$ cat config.mk
export PLATFORM = sky130hd
export DESIGN_NAME = irq_pending_arb_flat
export DESIGN_NICKNAME = d
export VERILOG_FILES = /design/src/rtl/irq_pending_arb_pkg.sv /design/src/rtl/irq_pending_arb_if.sv /design/src/rtl/irq_prio_enc.sv /design/src/rtl/irq_pending_arb.sv /design/src/flat_wrapper.sv
export SDC_FILE = /design/constraint.sdc
export NUM_CORES = 1
export LEC_CHECK = 0
export CAP_MARGIN = 0
export CORE_MARGIN = 2
export CORE_UTILIZATION = 43
export CTS_CLUSTER_SIZE = 20
export DETAILED_ROUTE_END_ITERATION = 8
export HOLD_SLACK_MARGIN = 0.02
export PLACE_DENSITY = 0.78
export SYNTH_ARGS = -nofsm -noshare
export SYNTH_HDL_FRONTEND = slang
export SYNTH_HIERARCHICAL = 1
export SYNTH_SLANG_ARGS = --single-unit
$ cat constraint.sdc
create_clock -name clk -period 2.3 [get_ports clk]
set_input_delay 0.46 -clock clk [delete_from_list [all_inputs] [get_ports clk]]
set_output_delay 0.46 -clock clk [all_outputs]
set_load 0.05 [all_outputs]
$ cat src/rtl/irq_pending_arb_pkg.sv
// Shared constants and helpers for the pending-request arbiter.
// The request count and index width come from here; onehot() turns an index back into a line mask.
package irq_pending_arb_pkg;

  localparam int N_REQ = 8;
  localparam int IDX_W = $clog2(N_REQ);

  function automatic logic [N_REQ-1:0] onehot(input logic [IDX_W-1:0] idx);
    logic [N_REQ-1:0] v;
    v      = '0;
    v[idx] = 1'b1;
    return v;
  endfunction

endpackage

$ cat src/rtl/irq_pending_arb_if.sv
// Request/mask inputs and the valid/ready index output of irq_pending_arb.
// The slave side is the arbiter; the master side is the request source and the index consumer.
interface irq_pending_arb_if #(
  parameter int N = irq_pending_arb_pkg::N_REQ
) ();
  localparam int IW = $clog2(N);

  logic [N-1:0]  req;
  logic [N-1:0]  en_mask;
  logic          clr_all;
  logic          out_valid;
  logic [IW-1:0] out_idx;
  logic          out_ready;
  logic [N-1:0]  pending;

  modport master (
    output req, en_mask, clr_all, out_ready,
    input  out_valid, out_idx, pending
  );

  modport slave (
    input  req, en_mask, clr_all, out_ready,
    output out_valid, out_idx, pending
  );
endinterface

$ cat src/rtl/irq_prio_enc.sv
// Combinational N-to-IW encoder: returns the highest set bit of vec; any flags a non-zero vector.
// idx is 0 when nothing is set.
module irq_prio_enc
  import irq_pending_arb_pkg::*;
#(
  parameter int N  = N_REQ,
  parameter int IW = $clog2(N)
) (
  input  logic [N-1:0]  vec,
  output logic [IW-1:0] idx,
  output logic          any
);

  // Ascending scan: the last hit, which is the highest index, wins.
  always_comb begin
    idx = '0;
    for (int i = 0; i < N; i++) begin
      if (vec[i]) idx = IW'(i);
    end
  end

  assign any = |vec;

endmodule

$ cat src/rtl/irq_pending_arb.sv
// Latches request events into a pending register and presents the highest enabled one as a registered index.
// Idle latency 2 edges with edge capture; the presented index is held, never retracted, while out_ready is low.
module irq_pending_arb
  import irq_pending_arb_pkg::*;
#(
  parameter int N    = N_REQ,
  parameter int EDGE = 1
) (
  input  logic               clk,
  input  logic               rst_n,
  irq_pending_arb_if.slave   bus
);

  localparam int IW = $clog2(N);

  logic [N-1:0]  req_dly_q, req_dly_d;
  logic [N-1:0]  pending_q, pending_d;
  logic          out_valid_q, out_valid_d;
  logic [IW-1:0] out_idx_q, out_idx_d;

  logic [N-1:0]  set_vec;
  logic [N-1:0]  clr_vec;
  logic [N-1:0]  cand;
  logic [IW-1:0] cand_idx;
  logic          cand_any;
  logic          accept;
  logic          load;

  assign accept = out_valid_q && bus.out_ready;
  assign load   = !out_valid_q || bus.out_ready;

  always_comb begin
    set_vec = (EDGE != 0) ? (bus.req & ~req_dly_q) : bus.req;

    clr_vec = '0;
    if (accept)      clr_vec = N'(onehot(IDX_W'(out_idx_q)));
    if (bus.clr_all) clr_vec = '1;

    // Set is OR-ed in after the clear so a fresh event on an acknowledged line survives.
    pending_d = (pending_q & ~clr_vec) | set_vec;
    req_dly_d = bus.req;

    // Candidates come from the registered pending bits, not this cycle's new events.
    cand = pending_q & ~clr_vec & bus.en_mask;
  end

  irq_prio_enc #(
    .N  (N),
    .IW (IW)
  ) u_enc (
    .vec (cand),
    .idx (cand_idx),
    .any (cand_any)
  );

  always_comb begin
    out_valid_d = out_valid_q;
    out_idx_d   = out_idx_q;
    if (load) begin
      out_valid_d = cand_any;
      if (cand_any) out_idx_d = cand_idx;
    end
  end

  always_ff @(posedge clk or negedge rst_n) begin
    if (!rst_n) begin
      req_dly_q   <= '0;
      pending_q   <= '0;
      out_valid_q <= 1'b0;
      out_idx_q   <= '0;
    end else begin
      req_dly_q   <= req_dly_d;
      pending_q   <= pending_d;
      out_valid_q <= out_valid_d;
      out_idx_q   <= out_idx_d;
    end
  end

  assign bus.out_valid = out_valid_q;
  assign bus.out_idx   = out_idx_q;
  assign bus.pending   = pending_q;

endmodule

$ cat src/flat_wrapper.sv
// flat-port wrapper written by rule: the top's interface ports become plain ports
module irq_pending_arb_flat import irq_pending_arb_pkg::*;
#(
  parameter int N    = N_REQ,
  parameter int EDGE = 1
)
  (clk, rst_n, bus_req, bus_en_mask, bus_clr_all, bus_out_ready, bus_out_valid, bus_out_idx, bus_pending);
  irq_pending_arb_if #(.N(N)) bus_i ();
  input  logic clk;
  input  logic rst_n;
  input wire logic [$bits(bus_i.req)-1:0] bus_req;
  input wire logic [$bits(bus_i.en_mask)-1:0] bus_en_mask;
  input wire logic [$bits(bus_i.clr_all)-1:0] bus_clr_all;
  input wire logic [$bits(bus_i.out_ready)-1:0] bus_out_ready;
  output wire logic [$bits(bus_i.out_valid)-1:0] bus_out_valid;
  output wire logic [$bits(bus_i.out_idx)-1:0] bus_out_idx;
  output wire logic [$bits(bus_i.pending)-1:0] bus_pending;
  assign bus_i.req = bus_req;
  assign bus_i.en_mask = bus_en_mask;
  assign bus_i.clr_all = bus_clr_all;
  assign bus_i.out_ready = bus_out_ready;
  assign bus_out_valid = bus_i.out_valid;
  assign bus_out_idx = bus_i.out_idx;
  assign bus_pending = bus_i.pending;
  irq_pending_arb #(.N(N), .EDGE(EDGE)) u_core (.clk(clk), .rst_n(rst_n), .bus(bus_i));
endmodule
# After elaboration in Yosys (flattened, before gate mapping)
# Cells that the tools add are included.
[totals]
register_bits = 20
input_bits = 20
out_inout_bits = 12
word_cells = 29
[classes]
order_cmp = 2
mux = 11
bitwise = 6
reduce_logical = 6
[op_table]
columns = ["operator", "count"]
rows = [
  ["8-bit bitwise AND", 3],
  ["3-bit two-way mux", 6],
  ["8-bit two-way mux", 2],
  ["8-bit inverter", 2],
  ["8-bit bitwise OR", 1],
  ["8-bit OR reduction", 1],
  ["3-bit by 4-bit < comparator with 1-bit output (second input constant)", 1],
  ["1-bit demux with 3-bit select", 1],
  ["3-bit by 1-bit greater-or-equal comparator with 1-bit output (second input constant)", 1],
  ["1-bit logical AND", 2],
  ["1-bit two-way mux", 2],
  ["2-bit AND reduction", 1],
  ["1-bit logical NOT", 1],
  ["1-bit logical OR", 1],
]

# Logic depth before layout (Yosys ltp)
# Gate-level depths: netlist of run 1.
[logic_depth]
ltp_word = 16
depth_mapped = 8
mapped_depth_nobuf = 7

# Hierarchy
# Netlist of run 1, hierarchy kept.
[by_module_without_submodules]
columns = ["module", "instances", "cells_each", "area_per_inst_um2", "seq_area_each_um2"]
rows = [
  ["irq_pending_arb", 1, 78, 810.8, 500.5],
  ["irq_prio_enc", 1, 12, 66.3, 0.0],
]

# Worst setup path after synthesis of run 1
# OpenSTA, ideal clock, no wires.
[synth_timing]
kind = "reg-to-reg"
from = "register u_core.out_idx_q[0], in the netlist u_core/bus.out_idx[0]"
to = "register u_core.out_idx_q[1], in the netlist u_core/bus.out_idx[1]"
setup_ns = 0.125
arrival_time_ns = 1.869
slack_ns = 0.306
stages_incl_launch_ff = 8
period_less_slack_ns = 1.994
path_cell_list = "dfrtp_1 nand3b_1 o21ai_0 nor2_1 nor2_1 nand4_1 nand2_1 mux2_2"
[synth_between]
elab_cells_between_ends = 18
classes_between = "2 x order compare; 10 x mux; 3 x bitwise; 3 x reduce/logical"
[synth_rtl]
columns = ["element", "line_no", "source"]
rows = [
  ["start, declared", "irq_pending_arb.sv:19", "logic [IW-1:0] out_idx_q, out_idx_d;"],
  ["start signal, assigned", "irq_pending_arb.sv:75", "out_idx_q <= out_idx_d;"],
  ["3-bit by 4-bit < comparator with 1-bit output (implied by the code) / 3-bit by 1-bit greater-or-equal comparator with 1-bit output (equally long branches)", "irq_pending_arb_pkg.sv:11", "v[idx] = 1'b1;"],
  ["1-bit logical AND (implied by the code)", "irq_pending_arb_pkg.sv:11", ""],
  ["1-bit two-way mux (implied by the code)", "irq_pending_arb_pkg.sv:11", ""],
  ["1-bit demux with 3-bit select (*)", "n/a", ""],
  ["8-bit two-way mux (*)", "irq_pending_arb.sv:36", "if (accept) clr_vec = N'(onehot(IDX_W'(out_idx_q)));"],
  ["8-bit two-way mux (*)", "irq_pending_arb.sv:37", "if (bus.clr_all) clr_vec = '1;"],
  ["8-bit inverter (*)", "irq_pending_arb.sv:44", "cand = pending_q & ~clr_vec & bus.en_mask;"],
  ["8-bit bitwise AND (*) (2 in a row)", "irq_pending_arb.sv:44", ""],
  ["named net u_core.cand[6]", "irq_pending_arb.sv:23", "logic [N-1:0] cand;"],
  ["8-bit OR reduction (*)", "irq_prio_enc.sv:22", "assign any = |vec;"],
  ["named net u_core.cand_any", "irq_pending_arb.sv:25", "logic cand_any;"],
  ["2-bit AND reduction (no source line) (*)", "n/a", ""],
]
# The timed path passes the listed nets; every way through them passes the cells marked *.
# A chain may end at the register's enable or synchronous reset.

# Final worst setup path of run 1
[layout_timing]
from = "input bus_out_ready"
to = "register u_core.out_idx_q[0], in the netlist u_core/bus.out_idx[0]"
[layout_between]
elab_cells_between_ends = 16
classes_between = "9 x mux; 3 x bitwise; 4 x reduce/logical"
[layout_rtl]
columns = ["element", "line_no", "source"]
rows = [
  ["start, declared", "flat_wrapper.sv:14", "input wire logic [$bits(bus_i.out_ready)-1:0] bus_out_ready;"],
  ["1-bit logical AND", "irq_pending_arb.sv:29", "assign accept = out_valid_q && bus.out_ready;"],
  ["8-bit two-way mux", "irq_pending_arb.sv:36", ""],
  ["8-bit two-way mux", "irq_pending_arb.sv:37", ""],
  ["8-bit inverter", "irq_pending_arb.sv:44", ""],
  ["8-bit bitwise AND (2 in a row)", "irq_pending_arb.sv:44", ""],
  ["named net u_core.cand[1]", "irq_pending_arb.sv:23", ""],
  ["8-bit OR reduction", "irq_prio_enc.sv:22", ""],
  ["named net u_core.cand_any", "irq_pending_arb.sv:25", ""],
  ["2-bit AND reduction (no source line)", "n/a", ""],
]
# The timed path passes the listed nets, and every way through them passes these cells.

==> metrics.txt, run 1 <==
Crit path required time 2.49 ns; Synth Register Bits 20; width of the die 49.2 um; drt pass-1 iters 4; min Tclk post-route 2.14 ns; Startpoint Class primary input; Final GP Congestion 0.798; share of the synthesized area in the top cell type 57.1%; Setup Buffers After CTS 0; Placement Setup Slack -0.155 ns; CTS tree yes; Synth Area in Adders 0%; pins over their slew limit 0; final setup margin 0.159 ns; area grow syn2layout 52.2%; largest net degree at the start of global routing 21; Synth Area in XOR/XNOR 0%; core area 1940 um2; # IOs 32; max cap viols 0; Int Power 672 uW; # DRC 0; die area 2420 um2; Post-Route WL 1.96 mm; worst skew pair latency 0.29 ns; via count 778; Fillers 166; Compound-Gate Fraction of Synth Area 12.7%; initial antenna violation count 0; Initial Util 45.2%; pwr/cell area 804 nW/um2; clk slew on worst S/H paths 0.11 ns; post-synth top area cell dfrtp_1; status complete, no violations; Logic pwr share 40.0%; vias in the first global route 823; total congestion overflow 0; overall power 1070 uW; Clk pwr share 18.5%; GRT Util Overall 18.9%; largest family of logic cells by synthesized area simple AND/OR/NAND/NOR gates; register cell area after layout 500 um2; Antenna Nets Post-Route 0; sw frac 37.4%; Mean Syn Cell Area 9.75 um2; final core utilization 68.8%; Post-Syn Nets 110; CP Max Fanout 4; Die Ht 49.2 um; Sequential Power Share 41.5%; crit path capture type register; layout cells sized above 1 15.6%; CTS Root Buffer Type clkbuf_4; Wirelength per Cell 12.1 um; final net count 156; port bufs 31; top cells by area, synth dfrtp_1 (57%), inv_1 (7.3%), o21ai_0 (5.1%), nor2_1 (4.3%), nor2b_1 (4.3%); CTS Sinks 20; WP buf/inv 1; row cnt 16; Final Non-Filler Cells 162; Net Switching 401 uW; multi-input logic area 304 um2; leak pwr 0.000620 uW; CTS buffer count 3; final setup TNS 0 ns; CTS Buffer Depth 2; Post-DP HPWL 1.53 mm; Post-Synth Simple-Gate Area 18.1%; slowest library cell on the worst path clkdlybuf4s50_1; vias per inst 4.80; Max-slew headroom 67.0%; global-route wire length before repair 3.52 mm; max incr delay on CP 0.50 ns; Crit Path Class primary input to register; critical path's top delay family simple AND/OR/NAND/NOR gates; f_max 467 MHz; crit-path cells clkdlybuf4s50_1 -> nand3_1 -> nor3_1 -> nor4b_1 -> nor2_1 -> nand4_1 -> nand2_1 -> mux2_2; DR iter-0 viols 8; Yosys warning count 6; Final setup viols 0; Mapped Cells 90; H-tree depth 1; register area share after synthesis 57.1%; Post-Syn Area 877 um2; Yosys cell types 22; mux contribution to synthesized area 3.85%; Crit path arrival time 2.33 ns; RSZ-0062 raised after global routing no; VDD IR max 0.587 mV; worst clock skew 0.00345 ns; worst slew pin tran 0.494 ns; placed insts 158; final hold vios 0; number of diodes 0; HP Class register to register; fin crit share 93.1%
## logic make-up after synthesis
family,Yosys count
and+or+nand+nor,30
DFF,20
buffers and inverters,19
AOI/OAI and AO/OA,18
muxes,3
## final cells by class
cell class | instances | area share (%)
repair buffers | 42 | 29.4
inverters | 18 | 5.06
clock buffers | 4 | 2.72
well taps | 27 | 2.53
multi-input cells | 51 | 22.8
flip-flops and latches | 20 | 37.5
## cell usage in the layout (no fill, tap or decap)
master           count
nor2b_1              6
o21ai_0              8
inv_1               17
inv_2                1
nand2_1              3
mux2_2               3
nand3b_1             1
nor3_1               2
a21oi_2              1
clkdlybuf4s50_1     31
nor4b_1              2
dfrtp_1             20
o21ai_1              4
o31ai_1              1
nand4_1              1
nand2b_1             3
clkbuf_4             3
buf_4               11
a21oi_1              1
o31ai_2              1
or2b_1               1
nand3_1              1
nor2_1              10
clkbuf_8             1
o32ai_1              2
## power by group through the flow
stage | logic [uW] | registers, uW | clock network (uW)
2_1_floorplan | 109 | 594 | 0
3_3_place_gp | 422 | 455 | 0
3_5_place_dp | 429 | 453 | 0
4_1_cts | 431 | 446 | 204
5_1_grt | 455 | 454 | 218
6_report | 429 | 445 | 199
## synth_stat cells
cell and instances:
dfrtp_1 20, nand3_1 1, nand2_1 3, buf_2 1, nand2b_1 3, o31ai_1 1, o31ai_2 1, mux2_2 3
nor2_1 10, a21oi_2 1, o32ai_1 2, nor4b_1 2, a21oi_1 1, nor2b_1 6, o21ai_0 9, nand3b_1 1
nor3_1 2, inv_2 1, or2b_1 1, nand4_1 1, inv_1 17, o21ai_1 3
## worst paths after layout
kind                                        from  cells past startpoint  slack [ns]                    end
max                                bus_out_ready                      8        0.16  u_core/bus.out_idx[0]
min                          u_core/req_dly_q[2]                      1        0.42  u_core/bus.pending[2]
max reg2reg                u_core/bus.out_idx[0]                      7        0.36  u_core/bus.out_idx[0]
min reg2reg                  u_core/req_dly_q[2]                      1        0.42  u_core/bus.pending[2]
max in group asynchronous                  rst_n                      2        1.60  u_core/bus.pending[6]
min in group asynchronous                  rst_n                      2        0.49    u_core/req_dly_q[0]
## routing by layer
| layer | GRT usage [%] | up-vias | share of wire [%] |
|---|---|---|---|
| li1 | - | 379 | - |
| met1 | 22.6 | 376 | 41 |
| met2 | 32.9 | 21 | 52 |
| met3 | 3.07 | 2 | 5.6 |
| met4 | 8.57 | 0 | 0.72 |
| met5 | 0 | - | 0 |
## flip-flops by register name, summed over array words and instances (netlist names)
| signal | count |
|---|---|
| u_core/bus.out_idx | 3 |
| u_core/req_dly_q | 8 |
| u_core/bus.pending | 8 |
| u_core/bus.out_valid | 1 |
## stage by stage
| step | hold slack [ns] | cell area [um2] |
|---|---|---|
| global route | 0.457 | 1340 |
| finish | 0.420 | 1340 |
| global placement | 0.401 | 1300 |
| detailed placement | 0.410 | 1300 |
| floorplan | 0.164 | 877 |
| CTS | 0.425 | 1340 |
## repair_timing
action | 4_1_cts | 5_1_grt
hold buffers | 0 | 0
endpoints found under the setup margin | 0 | 3
gates resized for setup | 0 | 1
(Power assumes the default switching activity.)
==> run 2: changes to the inputs <==
--- a/config.mk
+++ b/config.mk
@@ -6,7 +6,7 @@
 export NUM_CORES = 1
 export LEC_CHECK = 0
 export CAP_MARGIN = 0
-export CORE_MARGIN = 2
+export CORE_MARGIN = 5
 export CORE_UTILIZATION = 43
 export CTS_CLUSTER_SIZE = 20
 export DETAILED_ROUTE_END_ITERATION = 8
==> metrics.txt, run 2 (synthesized netlist as in run 1, its figures left out) <==
status complete, no violations (unchanged); Max-slew headroom 66.6% (was 67.0%); row cnt 16 (unchanged); # IOs 32 (unchanged); Final Non-Filler Cells 162 (unchanged); total congestion overflow 0 (unchanged); Post-DP HPWL 1.64 mm (was 1.53 mm); number of diodes 0 (unchanged); HP Class register to register (unchanged); worst setup path start bus_out_ready (unchanged); initial antenna violation count 0 (unchanged); pins over their slew limit 0 (unchanged); max cap viols 0 (unchanged); Clk pwr share 17.9% (was 18.5%); CTS tree yes (unchanged); pwr/cell area 798 nW/um2 (was 804 nW/um2); commonest non-fill, non-tap cell in the layout clkdlybuf4s50_1 (unchanged); worst slew pin tran 0.500 ns (was 0.494 ns); crit path capture type register (unchanged); Die Ht 55.2 um (was 49.2 um); Net Switching 396 uW (was 401 uW); layout cells sized above 1 15.6% (unchanged); leak pwr 0.000621 uW (was 0.000620 uW); Antenna Nets Post-Route 0 (unchanged); final hold vios 0 (unchanged); post-route cell area 1340 um2 (unchanged); DR iter-0 viols 13 (was 8); final net count 156 (unchanged); CTS Sinks 20 (unchanged); H-tree depth 1 (unchanged); Post-Route WL 2.00 mm (was 1.96 mm); Crit Path Class primary input to register (unchanged); RSZ-0062 raised after global routing no (unchanged); area grow syn2layout 52.2% (unchanged); largest net degree at the start of global routing 21 (unchanged); worst reg2reg path depth 7 (unchanged); worst clock skew 0.00375 ns (was 0.00345 ns); sw frac 37.1% (was 37.4%); vias in the first global route 837 (was 823); Crit path required time 2.48 ns (was 2.49 ns); Startpoint Class primary input (unchanged); Final setup viols 0 (unchanged); Logic pwr share 40.0% (about the same); VDD IR max 0.403 mV (was 0.587 mV); fin crit share 92.8% (was 93.1%); via count 770 (was 778); hold endpoint u_core/bus.pending[2] (unchanged); vias per inst 4.75 (was 4.80); Post-CTS Hold Fix Bufs 0 (unchanged); final setup margin 0.165 ns (was 0.159 ns); Setup Buffers After CTS 0 (unchanged); Sequential Power Share 42.0% (was 41.5%); CTS Buffer Depth 2 (unchanged); drt pass-1 iters 4 (unchanged); port bufs 31 (unchanged); Reg2Reg Setup Slack 0.33 ns (was 0.36 ns); Crit path arrival time 2.31 ns (was 2.33 ns); Wirelength per Cell 12.4 um (was 12.1 um); # DRC 0 (unchanged); width of the die 55.2 um (was 49.2 um); global-route wire length before repair 3.36 mm (was 3.52 mm); min Tclk post-route 2.14 ns (about the same); worst hold stages 1 (unchanged); core area 1960 um2 (was 1940 um2); Post-DP Area 1300 um2 (unchanged); clk slew on worst S/H paths 0.10 ns (was 0.11 ns); worst skew pair latency 0.28 ns (was 0.29 ns); Reg-to-Reg End u_core/bus.out_idx[0] (unchanged); GRT Util Overall 15.8% (was 18.9%); CTS Root Buffer Type clkbuf_4 (unchanged); most frequent cells in the layout clkdlybuf4s50_1 (31), dfrtp_1 (20), inv_1 (17) (unchanged); CP Max Fanout 4 (unchanged); R2R Path Start u_core/bus.out_idx[0] (unchanged); hold path start u_core/req_dly_q[2] (unchanged); die area 3040 um2 (was 2420 um2); Final GP Congestion 0.932 (was 0.798); Int Power 670 uW (was 672 uW); CTS buffer count 3 (unchanged); f_max 468 MHz (was 467 MHz); overall power 1070 uW (about the same); Placement Setup Slack -0.0923 ns (was -0.155 ns); Gates resized, CTS repair 0 (unchanged); Initial Util 44.7% (was 45.2%); placed insts 158 (unchanged)
[run 2: cell count changes in the layout (fill, tap and decap cells not counted)]
cell / previous run / this run
o21ai_0: 8 / 9
o21ai_1: 4 / 3
[run 2: final cells by class]
cell class | instances | area (um2)
fillers | 173 | 627
flip-flops and latches | 20 | 500
repair buffers | 42 | 393
multi-input cells | 51 | 304
inverters | 18 | 67.6
clock buffers | 4 | 36.3
well taps | 27 | 33.8
[run 2: how the worst max path moves through the flow]
stage | end
CTS | bus_out_idx[2]
global route | u_core/bus.out_idx[0]
floorplan | u_core/bus.out_idx[1]
detailed placement | u_core/bus.out_idx[0]
finish | u_core/bus.out_idx[0]
global placement | u_core/bus.out_idx[0]
[run 2: worst max-delay path: stages]
cell	delay (ns)
clkdlybuf4s50_1	0.49
nand3b_1	0.18
o21ai_0	0.29
nor2_1	0.09
nor2_1	0.19
nand4_1	0.12
nand2_1	0.14
mux2_2	0.35
[run 2: per-layer routing]
layer | track usage (%) | wire length, um
met1 | 17.2 | 781
met2 | 29.5 | 1090
met3 | 2.68 | 115
met4 | 6.88 | 20
met5 | 0 | 0
[run 2: power by group through the flow]
stage,clock [uW],combinational [uW],sequential (uW)
after floorplan,0,109,594
after global placement,0,423,453
after detailed placement,0,428,456
after CTS,202,430,450
after global routing,218,456,457
final,191,427,448
[run 2: metrics by stage]
step                util (%)  hold WS (ns)  TNS, ns
floorplan                  -         0.164        0
global placement        66.2         0.395   -0.200
detailed placement      66.2         0.407   -0.250
CTS                     68.0         0.422        0
global route            68.0         0.436        0
finish                  68.0         0.415        0
==> run 3: changes to the inputs <==
--- a/config.mk
+++ b/config.mk
@@ -11,6 +11,7 @@
 export CTS_CLUSTER_SIZE = 20
 export DETAILED_ROUTE_END_ITERATION = 8
 export HOLD_SLACK_MARGIN = 0.02
+export MAX_ROUTING_LAYER = met4
 export PLACE_DENSITY = 0.78
 export SYNTH_ARGS = -nofsm -noshare
 export SYNTH_HDL_FRONTEND = slang
==> metrics.txt, run 3 (synthesized netlist as in run 1, its figures left out) <==
Post-DP HPWL 1.64 mm (unchanged); Int Power 670 uW (about the same); layout cells sized above 1 15.6% (unchanged); CTS buffer count 3 (unchanged); critical path's top delay family simple AND/OR/NAND/NOR gates (unchanged); Post-CTS Hold Fix Bufs 0 (unchanged); final setup margin 0.165 ns (about the same); WP buf/inv 1 (unchanged); R2R Path Start u_core/bus.out_idx[0] (unchanged); Fillers 173 (unchanged); most frequent cells in the layout clkdlybuf4s50_1 (31), dfrtp_1 (20), inv_1 (17) (unchanged); crit path capture type register (unchanged); f_max 468 MHz (about the same); sw frac 37.1% (about the same); Startpoint Class primary input (unchanged); max cap viols 0 (unchanged); Crit path required time 2.48 ns (about the same); # DRC 0 (unchanged); Antenna Nets Post-Route 0 (unchanged); clk slew on worst S/H paths 0.10 ns (about the same); final setup TNS 0 ns (unchanged); vias per inst 4.75 (unchanged); RSZ-0062 raised after global routing no (unchanged); number of diodes 0 (unchanged); leak pwr 0.000621 uW (unchanged); DR iter-0 viols 13 (unchanged); GRT Util Overall 16.2% (was 15.8%); slowest library cell on the worst path clkdlybuf4s50_1 (unchanged); max incr delay on CP 0.49 ns (about the same); core area 1960 um2 (unchanged); CTS tree yes (unchanged); Wirelength per Cell 12.3 um (was 12.4 um); initial antenna violation count 0 (unchanged); final net count 156 (unchanged); Reg2Reg Setup Slack 0.33 ns (about the same); # IOs 32 (unchanged); CP dominant cell by count nor2_1 (unchanged); Post-Route WL 2.00 mm (about the same); worst clock skew 0.00394 ns (was 0.00375 ns); crit-path cells clkdlybuf4s50_1 -> nand3b_1 -> o21ai_0 -> nor2_1 -> nor2_1 -> nand4_1 -> nand2_1 -> mux2_2 (unchanged); status complete, no violations (unchanged); placed insts 158 (unchanged); vias in the first global route 838 (was 837); VDD IR max 0.403 mV (about the same); Logic pwr share 40.0% (about the same); width of the die 55.2 um (unchanged); hold endpoint u_core/bus.pending[2] (unchanged); worst reg2reg path depth 7 (unchanged); Reg-to-Reg End u_core/bus.out_idx[0] (unchanged); Net Switching 395 uW (was 396 uW); Crit Path Class primary input to register (unchanged); hold path start u_core/req_dly_q[2] (unchanged); row cnt 16 (unchanged); Sequential Power Share 42.0% (about the same); worst skew pair latency 0.28 ns (about the same); Final GP Congestion 0.949 (was 0.932); Initial Util 44.7% (unchanged); CTS Sinks 20 (unchanged); worst hold stages 1 (unchanged); via count 770 (unchanged); Placement Setup Slack -0.0923 ns (unchanged); drt pass-1 iters 4 (unchanged); global-route wire length before repair 3.36 mm (unchanged); Gates resized, CTS repair 0 (unchanged); area grow syn2layout 52.2% (unchanged); worst slew pin tran 0.500 ns (about the same); CP Max Fanout 4 (unchanged); final hold slack 0.415 ns (about the same); min Tclk post-route 2.14 ns (about the same); Die Ht 55.2 um (unchanged); pins over their slew limit 0 (unchanged); Final Non-Filler Cells 162 (unchanged); Final setup viols 0 (unchanged); CTS Root Buffer Type clkbuf_4 (unchanged); pwr/cell area 798 nW/um2 (about the same); final hold vios 0 (unchanged); fin crit share 92.8% (about the same); die area 3040 um2 (unchanged); Clk pwr share 17.9% (about the same); CTS Buffer Depth 2 (unchanged); H-tree depth 1 (unchanged); total congestion overflow 0 (unchanged); largest net degree at the start of global routing 21 (unchanged); Max-slew headroom 66.6% (about the same); HP Class register to register (unchanged); port bufs 31 (unchanged); Crit path arrival time 2.32 ns (was 2.31 ns); commonest non-fill, non-tap cell in the layout clkdlybuf4s50_1 (unchanged); final core utilization 68.0% (unchanged); Setup Buffers After CTS 0 (unchanged)
==> run 3: cell counts in the layout (fill, tap and decap cells not counted) <==
Identical to the previous run, type by type.
==> run 3: metrics by stage <==
step | cell area, um2 | power [uW]
after floorplan | 877 | 703
after global placement | 1300 | 876
after detailed placement | 1300 | 885
after CTS | 1340 | 1080
after global routing | 1340 | 1130
final | 1340 | 1070
==> run 3: cell type report <==
| cell class | count | area [um2] | share of cell area (%) |
|---|---|---|---|
| Timing Repair Buffer | 42 | 393 | 29.4 |
| Tap cell | 27 | 33.8 | 2.53 |
| Inverter | 18 | 67.6 | 5.06 |
| Clock buffer | 4 | 36.3 | 2.72 |
| Multi-Input combinational cell | 51 | 304 | 22.8 |
| Sequential cell | 20 | 500 | 37.5 |
==> run 3: worst max-delay path by stage <==
stage	start	end	slack, ns	depth (start not counted)
2_1_floorplan	u_core/bus.out_idx[0]	u_core/bus.out_idx[1]	0.31	7
3_3_place_gp	bus_out_ready	u_core/bus.out_idx[0]	-0.07	8
3_5_place_dp	bus_out_ready	u_core/bus.out_idx[0]	-0.09	8
4_1_cts	u_core/bus.out_idx[2]	bus_out_idx[2]	0.20	1
5_1_grt	bus_out_ready	u_core/bus.out_idx[0]	0.01	8
6_report	bus_out_ready	u_core/bus.out_idx[0]	0.16	8
==> run 3: worst reg2reg max path, delay by kind of cell (launching register included) <==
family           cells  cell delay [ns]
multiplexers         1             0.35
AND/OR/NAND/NOR      5             0.81
AO/OA/AOI/OAI        1             0.29
flip-flops           1             0.42
==> run 3: routing by layer <==
layer / up-vias / track usage (%) / part of all wire (%) / wire length, um
met5: - / - / 0 / 0
met4: 0 / 6.88 / 0.95 / 19
met3: 2 / 2.68 / 5.9 / 117
met2: 22 / 29.5 / 54 / 1080
met1: 362 / 17.2 / 39 / 778
li1: 384 / - / - / -
==> run 3: power by group through the flow <==
| stage | combinational (uW) | clock (uW) | sequential (uW) |
|---|---|---|---|
| after global routing | 456 | 218 | 457 |
| final | 426 | 191 | 448 |
| after global placement | 423 | 0 | 453 |
| after detailed placement | 428 | 0 | 456 |
| after CTS | 430 | 202 | 450 |
| after floorplan | 109 | 0 | 594 |
